### src/rtl/hdmi_quad_osd_pkg.sv
// osd_pkg: shared constants for the hdmi_quad_osd overlay stage.
// Optional border grid is controlled by the OSD_BORDER_EN macro.
package osd_pkg;

   localparam int H_ACTIVE_DEF = 1920;
   localparam int V_ACTIVE_DEF = 1080;

   // Quadrant code is {lower half, right half}.
   typedef enum logic [1:0] {
      Q_HDMI = 2'd0,
      Q_UDP  = 2'd1,
      Q_VGAA = 2'd2,
      Q_VGAB = 2'd3
   } quad_e;

`ifdef OSD_BORDER_EN
   localparam logic [23:0] BORDER_RGB_DEF = 24'hFFFFFF;
`endif
   localparam logic [23:0] NOSIG_RGB_DEF  = 24'h0000FF;

   // Position counters stop here instead of wrapping on over-long lines.
   localparam logic [10:0] POS_MAX = 11'h7FF;

   // True when pos lies in the half-open band [lo, hi).
   function automatic logic in_band(input logic [10:0] pos, input logic [10:0] lo,
                                    input logic [10:0] hi);
      return (pos >= lo) && (pos < hi);
   endfunction

endpackage

### src/rtl/hdmi_quad_osd_if.sv
// hdmi_quad_osd_if: video timing/pixel bundle in and out of the overlay stage.
// The master is the side that produces vs_in/hs_in/de_in/rgb_in.
// There is no back-pressure: every pix_clk cycle carries one sample.
interface hdmi_quad_osd_if;
   logic        vs_in;
   logic        hs_in;
   logic        de_in;
   logic [23:0] rgb_in;
   logic        vs_out;
   logic        hs_out;
   logic        de_out;
   logic [23:0] rgb_out;

   modport master (output vs_in, hs_in, de_in, rgb_in,
                   input  vs_out, hs_out, de_out, rgb_out);
   modport slave  (input  vs_in, hs_in, de_in, rgb_in,
                   output vs_out, hs_out, de_out, rgb_out);
endinterface

### src/rtl/hdmi_quad_osd_frame_alive_mon.sv
// frame_alive_mon: decides whether one frame-buffer writer is still producing
// frames, by watching its write frame number change across output frames.
module frame_alive_mon #(
   parameter int STALE_FRAMES = 8
) (
   input  logic       pix_clk,
   input  logic       rst_n,
   input  logic [1:0] frame_num,
   input  logic       vs_rise,
   output logic       alive
);
   localparam logic [3:0] STALE_MAX = 4'(STALE_FRAMES);

   logic [1:0] sync_a;
   logic [1:0] sync_b;
   logic [1:0] last_val;
   logic [3:0] stale_cnt;
   logic [3:0] cnt_nxt;

   // Two-flop synchroniser from the write clock domain; a torn sample only
   // costs one extra frame of apparent liveness.
   always_ff @(posedge pix_clk or negedge rst_n) begin
      if (!rst_n) begin
         sync_a <= '0;
         sync_b <= '0;
      end else begin
         sync_a <= frame_num;
         sync_b <= sync_a;
      end
   end

   // A fresh nonzero frame number restarts the count; anything else ages it.
   always_comb begin
      cnt_nxt = stale_cnt;
      if ((sync_b != 2'd0) && (sync_b != last_val)) cnt_nxt = 4'd0;
      else if (stale_cnt < STALE_MAX)               cnt_nxt = stale_cnt + 4'd1;
   end

   // Liveness state only moves at frame start so it is steady across a frame.
   always_ff @(posedge pix_clk or negedge rst_n) begin
      if (!rst_n) begin
         last_val  <= '0;
         stale_cnt <= STALE_MAX;
         alive     <= 1'b0;
      end else if (vs_rise) begin
         last_val  <= sync_b;
         stale_cnt <= cnt_nxt;
         alive     <= (cnt_nxt < STALE_MAX);
      end
   end
endmodule

### src/rtl/hdmi_quad_osd.sv
// hdmi_quad_osd: splits the output raster into four quadrants (HDMI-in, UDP,
// VGA-A, VGA-B), blanks dead sources with a flat colour and optionally draws a
// border grid (OSD_BORDER_EN). Two-stage pipeline, latency 2 on every output.
module hdmi_quad_osd
   import osd_pkg::*;
#(
   parameter int          H_ACTIVE     = H_ACTIVE_DEF,
   parameter int          V_ACTIVE     = V_ACTIVE_DEF,
`ifdef OSD_BORDER_EN
   parameter int          BORDER_W     = 2,
   parameter logic [23:0] BORDER_RGB   = BORDER_RGB_DEF,
`endif
   parameter logic [23:0] NOSIG_RGB    = NOSIG_RGB_DEF,
   parameter int          STALE_FRAMES = 8
) (
   input  logic            pix_clk,
   input  logic            rst_n,
   hdmi_quad_osd_if.slave  vid,
   input  logic [1:0]      wr_hdmi_frame,
   input  logic [1:0]      wr_udp_frame,
   input  logic [1:0]      wr_vgaa_frame,
   input  logic [1:0]      wr_vgab_frame,
   output logic [3:0]      src_alive
);
   localparam logic [10:0] X_MID = 11'(H_ACTIVE / 2);
   localparam logic [10:0] Y_MID = 11'(V_ACTIVE / 2);

   logic        vs_prev;
   logic        de_prev;
   logic        vs_rise;
   logic        de_fall;
   logic        frame_valid;
   logic [10:0] x;
   logic [10:0] y;

   logic        vs_s1;
   logic        hs_s1;
   logic        de_s1;
   logic [23:0] rgb_s1;
   quad_e       q_s1;
   logic [23:0] pix_nxt;

   assign vs_rise = vid.vs_in & ~vs_prev;
   assign de_fall = de_prev & ~vid.de_in;

`ifdef OSD_BORDER_EN
   localparam logic [10:0] X_BLO = 11'(H_ACTIVE / 2 - BORDER_W / 2);
   localparam logic [10:0] X_BHI = 11'(H_ACTIVE / 2 + BORDER_W / 2);
   localparam logic [10:0] X_ELO = 11'(BORDER_W / 2);
   localparam logic [10:0] X_EHI = 11'(H_ACTIVE - BORDER_W / 2);
   localparam logic [10:0] Y_BLO = 11'(V_ACTIVE / 2 - BORDER_W / 2);
   localparam logic [10:0] Y_BHI = 11'(V_ACTIVE / 2 + BORDER_W / 2);
   localparam logic [10:0] Y_ELO = 11'(BORDER_W / 2);
   localparam logic [10:0] Y_EHI = 11'(V_ACTIVE - BORDER_W / 2);

   logic border_now;
   logic border_s1;

   // Centre cross plus outer frame; saturated x past the edge lands in X_EHI.
   assign border_now = in_band(x, X_BLO, X_BHI) || (x < X_ELO) || (x >= X_EHI) ||
                       in_band(y, Y_BLO, Y_BHI) || (y < Y_ELO) || (y >= Y_EHI);
`endif

   // One liveness monitor per source, bit order {vgab, vgaa, udp, hdmi}.
   frame_alive_mon #(.STALE_FRAMES(STALE_FRAMES)) u_mon_hdmi (
      .pix_clk(pix_clk), .rst_n(rst_n), .frame_num(wr_hdmi_frame), .vs_rise(vs_rise),
      .alive(src_alive[0]));
   frame_alive_mon #(.STALE_FRAMES(STALE_FRAMES)) u_mon_udp (
      .pix_clk(pix_clk), .rst_n(rst_n), .frame_num(wr_udp_frame), .vs_rise(vs_rise),
      .alive(src_alive[1]));
   frame_alive_mon #(.STALE_FRAMES(STALE_FRAMES)) u_mon_vgaa (
      .pix_clk(pix_clk), .rst_n(rst_n), .frame_num(wr_vgaa_frame), .vs_rise(vs_rise),
      .alive(src_alive[2]));
   frame_alive_mon #(.STALE_FRAMES(STALE_FRAMES)) u_mon_vgab (
      .pix_clk(pix_clk), .rst_n(rst_n), .frame_num(wr_vgab_frame), .vs_rise(vs_rise),
      .alive(src_alive[3]));

   // Sync edge history; output stays black until a full frame start is seen.
   always_ff @(posedge pix_clk or negedge rst_n) begin
      if (!rst_n) begin
         vs_prev     <= 1'b0;
         de_prev     <= 1'b0;
         frame_valid <= 1'b0;
      end else begin
         vs_prev <= vid.vs_in;
         de_prev <= vid.de_in;
         if (vs_rise) frame_valid <= 1'b1;
      end
   end

   // Raster position of the pixel currently on rgb_in; both counters saturate.
   always_ff @(posedge pix_clk or negedge rst_n) begin
      if (!rst_n) begin
         x <= '0;
         y <= '0;
      end else begin
         if (vid.de_in) begin
            if (x != POS_MAX) x <= x + 11'd1;
         end else begin
            x <= '0;
         end
         if (vs_rise)                        y <= '0;
         else if (de_fall && (y != POS_MAX)) y <= y + 11'd1;
      end
   end

   // Stage 1: position decisions and the delayed stream.
   always_ff @(posedge pix_clk or negedge rst_n) begin
      if (!rst_n) begin
         vs_s1     <= 1'b0;
         hs_s1     <= 1'b0;
         de_s1     <= 1'b0;
         rgb_s1    <= '0;
         q_s1      <= Q_HDMI;
`ifdef OSD_BORDER_EN
         border_s1 <= 1'b0;
`endif
      end else begin
         vs_s1     <= vid.vs_in;
         hs_s1     <= vid.hs_in;
         de_s1     <= vid.de_in;
         rgb_s1    <= vid.rgb_in;
         q_s1      <= quad_e'({(y >= Y_MID), (x >= X_MID)});
`ifdef OSD_BORDER_EN
         border_s1 <= border_now;
`endif
      end
   end

   // Pixel priority: blanking/invalid, border, dead source, live video.
   always_comb begin
      pix_nxt = rgb_s1;
      if (!de_s1 || !frame_valid)  pix_nxt = '0;
`ifdef OSD_BORDER_EN
      else if (border_s1)          pix_nxt = BORDER_RGB;
`endif
      else if (!src_alive[q_s1])   pix_nxt = NOSIG_RGB;
   end

   // Stage 2: registered outputs.
   always_ff @(posedge pix_clk or negedge rst_n) begin
      if (!rst_n) begin
         vid.vs_out  <= 1'b0;
         vid.hs_out  <= 1'b0;
         vid.de_out  <= 1'b0;
         vid.rgb_out <= '0;
      end else begin
         vid.vs_out  <= vs_s1;
         vid.hs_out  <= hs_s1;
         vid.de_out  <= de_s1;
         vid.rgb_out <= pix_nxt;
      end
   end
endmodule
### src/flat_wrapper.sv
// flat-port wrapper written by rule: the top's interface ports become plain ports
module hdmi_quad_osd_flat import osd_pkg::*;
#(
   parameter int          H_ACTIVE     = H_ACTIVE_DEF,
   parameter int          V_ACTIVE     = V_ACTIVE_DEF,

   parameter logic [23:0] NOSIG_RGB    = NOSIG_RGB_DEF,
   parameter int          STALE_FRAMES = 8
)
  (pix_clk, rst_n, wr_hdmi_frame, wr_udp_frame, wr_vgaa_frame, wr_vgab_frame, src_alive, vid_vs_in, vid_hs_in, vid_de_in, vid_rgb_in, vid_vs_out, vid_hs_out, vid_de_out, vid_rgb_out);
  hdmi_quad_osd_if vid_i ();
  input  logic pix_clk;
  input  logic rst_n;
  input  logic [1:0] wr_hdmi_frame;
  input  logic [1:0] wr_udp_frame;
  input  logic [1:0] wr_vgaa_frame;
  input  logic [1:0] wr_vgab_frame;
  output logic [3:0] src_alive;
  input wire logic [$bits(vid_i.vs_in)-1:0] vid_vs_in;
  input wire logic [$bits(vid_i.hs_in)-1:0] vid_hs_in;
  input wire logic [$bits(vid_i.de_in)-1:0] vid_de_in;
  input wire logic [$bits(vid_i.rgb_in)-1:0] vid_rgb_in;
  output wire logic [$bits(vid_i.vs_out)-1:0] vid_vs_out;
  output wire logic [$bits(vid_i.hs_out)-1:0] vid_hs_out;
  output wire logic [$bits(vid_i.de_out)-1:0] vid_de_out;
  output wire logic [$bits(vid_i.rgb_out)-1:0] vid_rgb_out;
  assign vid_i.vs_in = vid_vs_in;
  assign vid_i.hs_in = vid_hs_in;
  assign vid_i.de_in = vid_de_in;
  assign vid_i.rgb_in = vid_rgb_in;
  assign vid_vs_out = vid_i.vs_out;
  assign vid_hs_out = vid_i.hs_out;
  assign vid_de_out = vid_i.de_out;
  assign vid_rgb_out = vid_i.rgb_out;
  hdmi_quad_osd #(.H_ACTIVE(H_ACTIVE), .V_ACTIVE(V_ACTIVE), .NOSIG_RGB(NOSIG_RGB), .STALE_FRAMES(STALE_FRAMES)) u_core (.pix_clk(pix_clk), .rst_n(rst_n), .vid(vid_i), .wr_hdmi_frame(wr_hdmi_frame), .wr_udp_frame(wr_udp_frame), .wr_vgaa_frame(wr_vgaa_frame), .wr_vgab_frame(wr_vgab_frame), .src_alive(src_alive));
endmodule
### config.mk
export PLATFORM = sky130hd
export DESIGN_NAME = hdmi_quad_osd_flat
export DESIGN_NICKNAME = d
export VERILOG_FILES = /design/src/rtl/hdmi_quad_osd_pkg.sv /design/src/rtl/hdmi_quad_osd_if.sv /design/src/rtl/hdmi_quad_osd_frame_alive_mon.sv /design/src/rtl/hdmi_quad_osd.sv /design/src/flat_wrapper.sv
export SDC_FILE = /design/constraint.sdc
export NUM_CORES = 1
export LEC_CHECK = 0
export ABC_AREA = 1
export CAP_MARGIN = 20
export CORE_AREA = 8 8 180 97
export CTS_CLUSTER_DIAMETER = 30
export DETAILED_ROUTE_END_ITERATION = 12
export DIE_AREA = 0 0 188 105
export GPL_ROUTABILITY_DRIVEN = 0
export HOLD_SLACK_MARGIN = 0.08
export PLACE_DENSITY = 0.57
export SETUP_SLACK_MARGIN = 0.15
export SLEW_MARGIN = 20
export SYNTH_ARGS = -nofsm -noshare
export SYNTH_HDL_FRONTEND = slang
export SYNTH_SLANG_ARGS = --single-unit
### constraint.sdc
create_clock -name pix_clk -period 1.75 [get_ports pix_clk]
set_input_delay 0.525 -clock pix_clk [delete_from_list [all_inputs] [get_ports pix_clk]]
set_output_delay 0.525 -clock pix_clk [all_outputs]
set_load 0.01 [all_outputs]
### Word-level counts from Yosys, hierarchy flattened

Index checks and enable logic that the tools add are counted.

* bits in registers: 123
* latch bits: 0
* memory bits (writable): 0
* ROM bits: 0
* bits of input ports: 37
* output and inout bits: 31
* logic and storage cells: 89
* memories kept: 0

* $add $sub $neg: 6
* multipliers: 0
* div/mod/pow operators: 0
* magnitude comparators: 11
* eq/ne operators: 7
* shifts and indexed selects: 0
* multiplexer cells: 16
* bitwise operators: 4
* reductions and logical operators: 13

Operators with widths (number)
* 24-bit two-way mux: 2
* 11-bit two-way mux: 4
* 4-bit less-than comparator, second input constant: 8
* 4-bit two-way mux: 8
* 11-bit by 1-bit adder with 11-bit output, second input constant: 2
* 11-bit by 10-bit >= comparator with 1-bit output, second input constant: 2
* 11-bit inequality test, second input constant: 2
* 4-bit by 1-bit adder with 4-bit output, second input constant: 4
* 2-bit nonzero test: 5
* 2-bit inequality test: 4
* 1-bit logical AND: 5
* 2-bit by 3-bit less-than comparator with 1-bit output, second input constant: 1
* 1-bit bitwise AND: 2
* 1-bit binary-select mux with 2-bit select: 1
* 1-bit zero test: 2
* 2-bit by 1-bit inequality test with 1-bit output, second input constant: 1
* 1-bit NOT: 2
* 1-bit logical OR: 1
* 1-bit two-way mux: 1

### Depth between registers and ports, before layout

* depth in word-level cells: 5
* mapped depth: 9
* gate-level depth less buffers: 9

### Hierarchy

Synthesis repeated with hierarchy kept, for this count alone.

* cells, all modules: 506
* area, all modules: 4862.2 um^2

Modules (own cells, without submodules)
* hdmi_quad_osd: times used 1, cells each 298, area each 3015.4 um^2, seq. area each 1976.9 um^2
* frame_alive_mon: times used 4, cells each 52, area each 461.7 um^2, seq. area each 276.5 um^2

### Least setup slack after synthesis

Ideal clock, no wire load.

* kind: register -> register
* start: register u_core.x[0]
* end: register u_core.x[6]
* library setup time: 119 ps
* arrival time: 1182 ps
* required time: 1631 ps
* slack: 449 ps
* stages on the path, launching flop included: 9
* path buffers: 0
* clock period less this slack: 1301 ps
* cell sequence: dfrtp_1 -> ha_1 -> inv_1 -> nor2_2 -> nand2_1 -> inv_1 -> or2_2 -> nand3_1 -> nand2_1

* cells in the longest elaborated chain, start to end: 3
* elaborated cells on any way between the ends: 5
* classes of those cells: add/sub: 1; eq/ne: 2; mux: 2

Ends and longest elaborated chain
* start, declared: RTL line hdmi_quad_osd.sv:33 `logic [10:0] x;`
* start signal, assigned: RTL line hdmi_quad_osd.sv:98 `if (x != POS_MAX) x <= x + 11'd1;`
* 11-bit by 1-bit adder with 11-bit output: RTL line hdmi_quad_osd.sv:98
* 11-bit two-way mux: RTL line hdmi_quad_osd.sv:98
* 11-bit two-way mux: RTL line hdmi_quad_osd.sv:97 `if (vid.de_in) begin`

Parallel ways exist; a longest one is shown, timed or not. The select of a mux whose other input is x is not followed.
A chain may end at the register's enable or synchronous reset.

### Worst setup path in the final report

* start: register u_core.u_mon_vgaa.alive
* end: output port src_alive[2]

RTL lines
* start, declared: RTL line hdmi_quad_osd_frame_alive_mon.sv:10 `output logic alive`
* start signal, assigned: RTL line hdmi_quad_osd_frame_alive_mon.sv:48 `alive <= (cnt_nxt < STALE_MAX);`
* end, declared: RTL line flat_wrapper.sv:18 `output logic [3:0] src_alive;`

No word-level cell between the ends.

==> run metrics <==
outcome completed; Layout Nets around 620; Netlist cell types 28; delay-heaviest family, CP flip-flops; Place WS -0.2127 ns; Final setup violation count 0; Cells after DPL 755; max_slew headroom 0.7232; Yosys reg bits about 120; Crit. End Element primary output; sequential area share after synthesis 0.6449; cell area after placement just under 6000 um^2; initial antenna violation count 0; R2R cell count 9; crit path cell chain clkdlybuf4s15_1; initial DRC count roughly 230; Synth-to-Final Area Change 32.84%; Die ar. a little under 20,000 um^2; WL final 10,440 um; syn_area_per_cell 9.878 um^2; cts bufs inserted 17; wire per inst ~13 um; Sink Count 123; syn_nets approximately 530; Cell Rows 32; global-route wire length before repair roughly 18,000 um; drc violations 0; gr usage total 0.1124; count of max-cap constraint violations 0; HP Class reg -> reg; Filler cells ~1,400; worst slew pin tran between 0.4 and 0.5 ns; Vias/cell between 4 and 5; Die Ht around 110 um; Top-Level Pins ~70; H-tree depth 4; hold slack final 0.3475 ns; clk_lat worst skew about 0.42 ns; core area 14,930 um^2; peak supply drop 0.6342 mV; via count 3,457; antenna viol nets, final 0; layout cells sized above 1 0.1414; grt total ovfl 0; Storage cell area about 3100 um^2; post-layout min period about 1.6 ns; DR pass1 iterations 4; post-route insts no fill 791; largest net degree at the start of global routing between 40 and 50; count of warnings emitted by yosys 0; Post-Syn Instances 484; Buf+Inv Stages, Crit Path 1; worst setup skew after layout 0.01085 ns; Highest Clock Rate about 0.63 GHz; ANT cells 0; Largest stage delay, worst path 0.40 ns; cell area power density 1144 nW/um^2; peak fanout along the critical path 3; Clock transition at path regs about 0.06 ns; CTS Root Cell clkbuf_16; hold path depth 0; die width 188 um; CP arrival 1.07 ns; Post-Syn Area roughly 4800 um^2; RSZ-0062 raised after global routing true; TritonCTS clock tree yes; Setup TNS 0 ns; final worst path period share 0.9128; Multi-input gate area about 1400 um^2; final hold viol count 0; static leakage approximately 3.1 nW; Required @ worst endpoint between 1 and 1.5 ns; Non-Filler Cell Area, Final around 6400 um^2; crit path max-delay cell type dfrtp_1; Setup CP Type reg -> out; WP depth 1; CP startpoint kind flip-flop; I/O Buffers 67; vias in the first global route roughly 3,600; CTS Buffer Depth 2; Final WS setup 0.1526 ns; initial core utilization 0.3201; Final Max Slew Viols 0; Post-DP HPWL roughly 7600 um
[cells by family (layout without fill, tap and decap cells)]
logic type,count (synthesis),count (layout),share of synthesized area
and+or+nand+nor,221,221,0.2036
DFF,123,123,0.6449
buffers and inverters,75,178,0.06438
AOI/OAI and AO/OA,53,53,0.05888
adders and majority gates,8,8,0.02094
xor gates and xnor gates,4,4,0.007327
[worst paths after layout]
path / start / slack, ns / end
setup / recovery: u_core.u_mon_vgaa.alive / 0.15 / src_alive[2]
setup reg to reg: u_core.y[0] / 0.22 / u_core.y[3]
min in group asynchronous: rst_n / 0.58 / u_core.u_mon_hdmi.stale_cnt[2]
max in group asynchronous: rst_n / 0.57 / u_core.u_mon_vgaa.stale_cnt[3]
hold reg to reg: u_core.u_mon_udp.sync_a[1] / 0.35 / u_core.u_mon_udp.sync_b[1]
hold / removal: u_core.u_mon_udp.sync_a[1] / 0.35 / u_core.u_mon_udp.sync_b[1]
[synth_stat cells]
cell / count / share of area
clkinv_4: 1 / 0.0018
a31oi_1: 3 / 0.0039
buf_2: 5 / 0.0052
and3_1: 1 / 0.0013
nand3b_1: 3 / 0.0047
nor3_1: 4 / 0.0042
inv_1: 63 / 0.049
nor2_1: 36 / 0.028
ha_1: 8 / 0.021
nand2_4: 1 / 0.0024
nand2_1: 115 / 0.090
xor2_1: 4 / 0.0073
clkbuf_1: 2 / 0.0016
dfstp_2: 4 / 0.022
buf_4: 4 / 0.0063
or2_2: 7 / 0.0092
o21a_1: 3 / 0.0047
nor2_2: 5 / 0.0065
nor2_4: 1 / 0.0024
dfrtp_1: 119 / 0.62
nand3_1: 41 / 0.043
nand4_1: 2 / 0.0026
o211ai_1: 2 / 0.0031
o21ai_0: 32 / 0.033
a21oi_1: 7 / 0.0073
nand2_2: 2 / 0.0026
nand3_2: 3 / 0.0063
o21ai_1: 6 / 0.0063
[routing by layer]
metal,wire [um],part of all wire,track usage,vias up
li1,-,-,-,1701
met1,5337,0.51,0.1546,1654
met2,4399,0.42,0.1581,90
met3,600,0.057,0.04114,12
met4,105,0.010,0.04251,0
met5,0,0,0,-
[what timing repair did]
| action | CTS | global route |
|---|---|---|
| hold buffers | 1 | 0 |
| resized for setup | 54 | 22 |
| hold endpoints to repair | 22 | 0 |
| pin swaps | 0 | 0 |
| buffers inserted | 2 | 1 |
| setup endpoints to repair | 31 | 23 |
[placed cells by master, fill, tap and decap left out, drive strengths merged]
master	count
a21oi	7
a31oi	3
and3	1
buf	16
clkbuf	26
clkdlybuf4s15	21
clkdlybuf4s50	35
clkinv	2
clkinvlp	3
dfrtp	119
dfstp	4
dlygate4sd3	1
ha	8
inv	74
nand2	118
nand3	44
nand3b	3
nand4	2
nor2	42
nor3	4
o211ai	2
o21a	3
o21ai	38
or2	7
xor2	4
[registers in the layout, indices dropped and copies added, names as in the netlist, 2 cells and up]
| signal | flops |
|---|---|
| u_core.u_mon_vgab.sync_b | 2 |
| u_core.u_mon_hdmi.stale_cnt | 4 |
| u_core.y | 11 |
| u_core.u_mon_vgaa.stale_cnt | 4 |
| u_core.u_mon_vgaa.last_val | 2 |
| u_core.rgb_s1 | 24 |
| u_core.u_mon_udp.last_val | 2 |
| u_core.u_mon_vgab.last_val | 2 |
| u_core.u_mon_udp.sync_a | 2 |
| u_core.x | 11 |
| u_core.u_mon_udp.sync_b | 2 |
| u_core.u_mon_udp.stale_cnt | 4 |
| u_core.vid.rgb_out | 24 |
| u_core.u_mon_hdmi.last_val | 2 |
| u_core.u_mon_hdmi.sync_b | 2 |
| u_core.u_mon_vgab.stale_cnt | 4 |
| u_core.u_mon_vgab.sync_a | 2 |
| u_core.u_mon_hdmi.sync_a | 2 |
| u_core.u_mon_vgaa.sync_a | 2 |
| u_core.q_s1 | 2 |
| u_core.u_mon_vgaa.sync_b | 2 |
[cell type report]
class	instances	share of cell area
flip-flops and latches	123	0.4854
multi-input cells	286	0.2201
repair buffers	82	0.1255
clock buffers	17	0.06698
well taps	204	0.04019
inverters	64	0.03861
clock inverters	15	0.02325
[power breakdown]
| part | leakage (nW) | switching [mW] | internal [mW] | total [mW] |
|---|---|---|---|---|
| combinational | 1.34 | 0.399 | 0.315 | 0.714 |
| clock | 0.274 | 1.47 | 1.89 | 3.36 |
| sequential | 1.54 | 0.125 | 3.06 | 3.19 |
| total | 3.15 | 1.99 | 5.27 | 7.26 |
[through the flow]
stage | utilization | power (mW)
floorplan | - | 3.573
global placement | 0.3875 | 3.958
detailed placement | 0.3875 | 3.988
CTS | 0.4269 | 7.372
global route | 0.4253 | 7.634
finish | 0.4253 | 7.264
(Power assumes the default switching activity.)
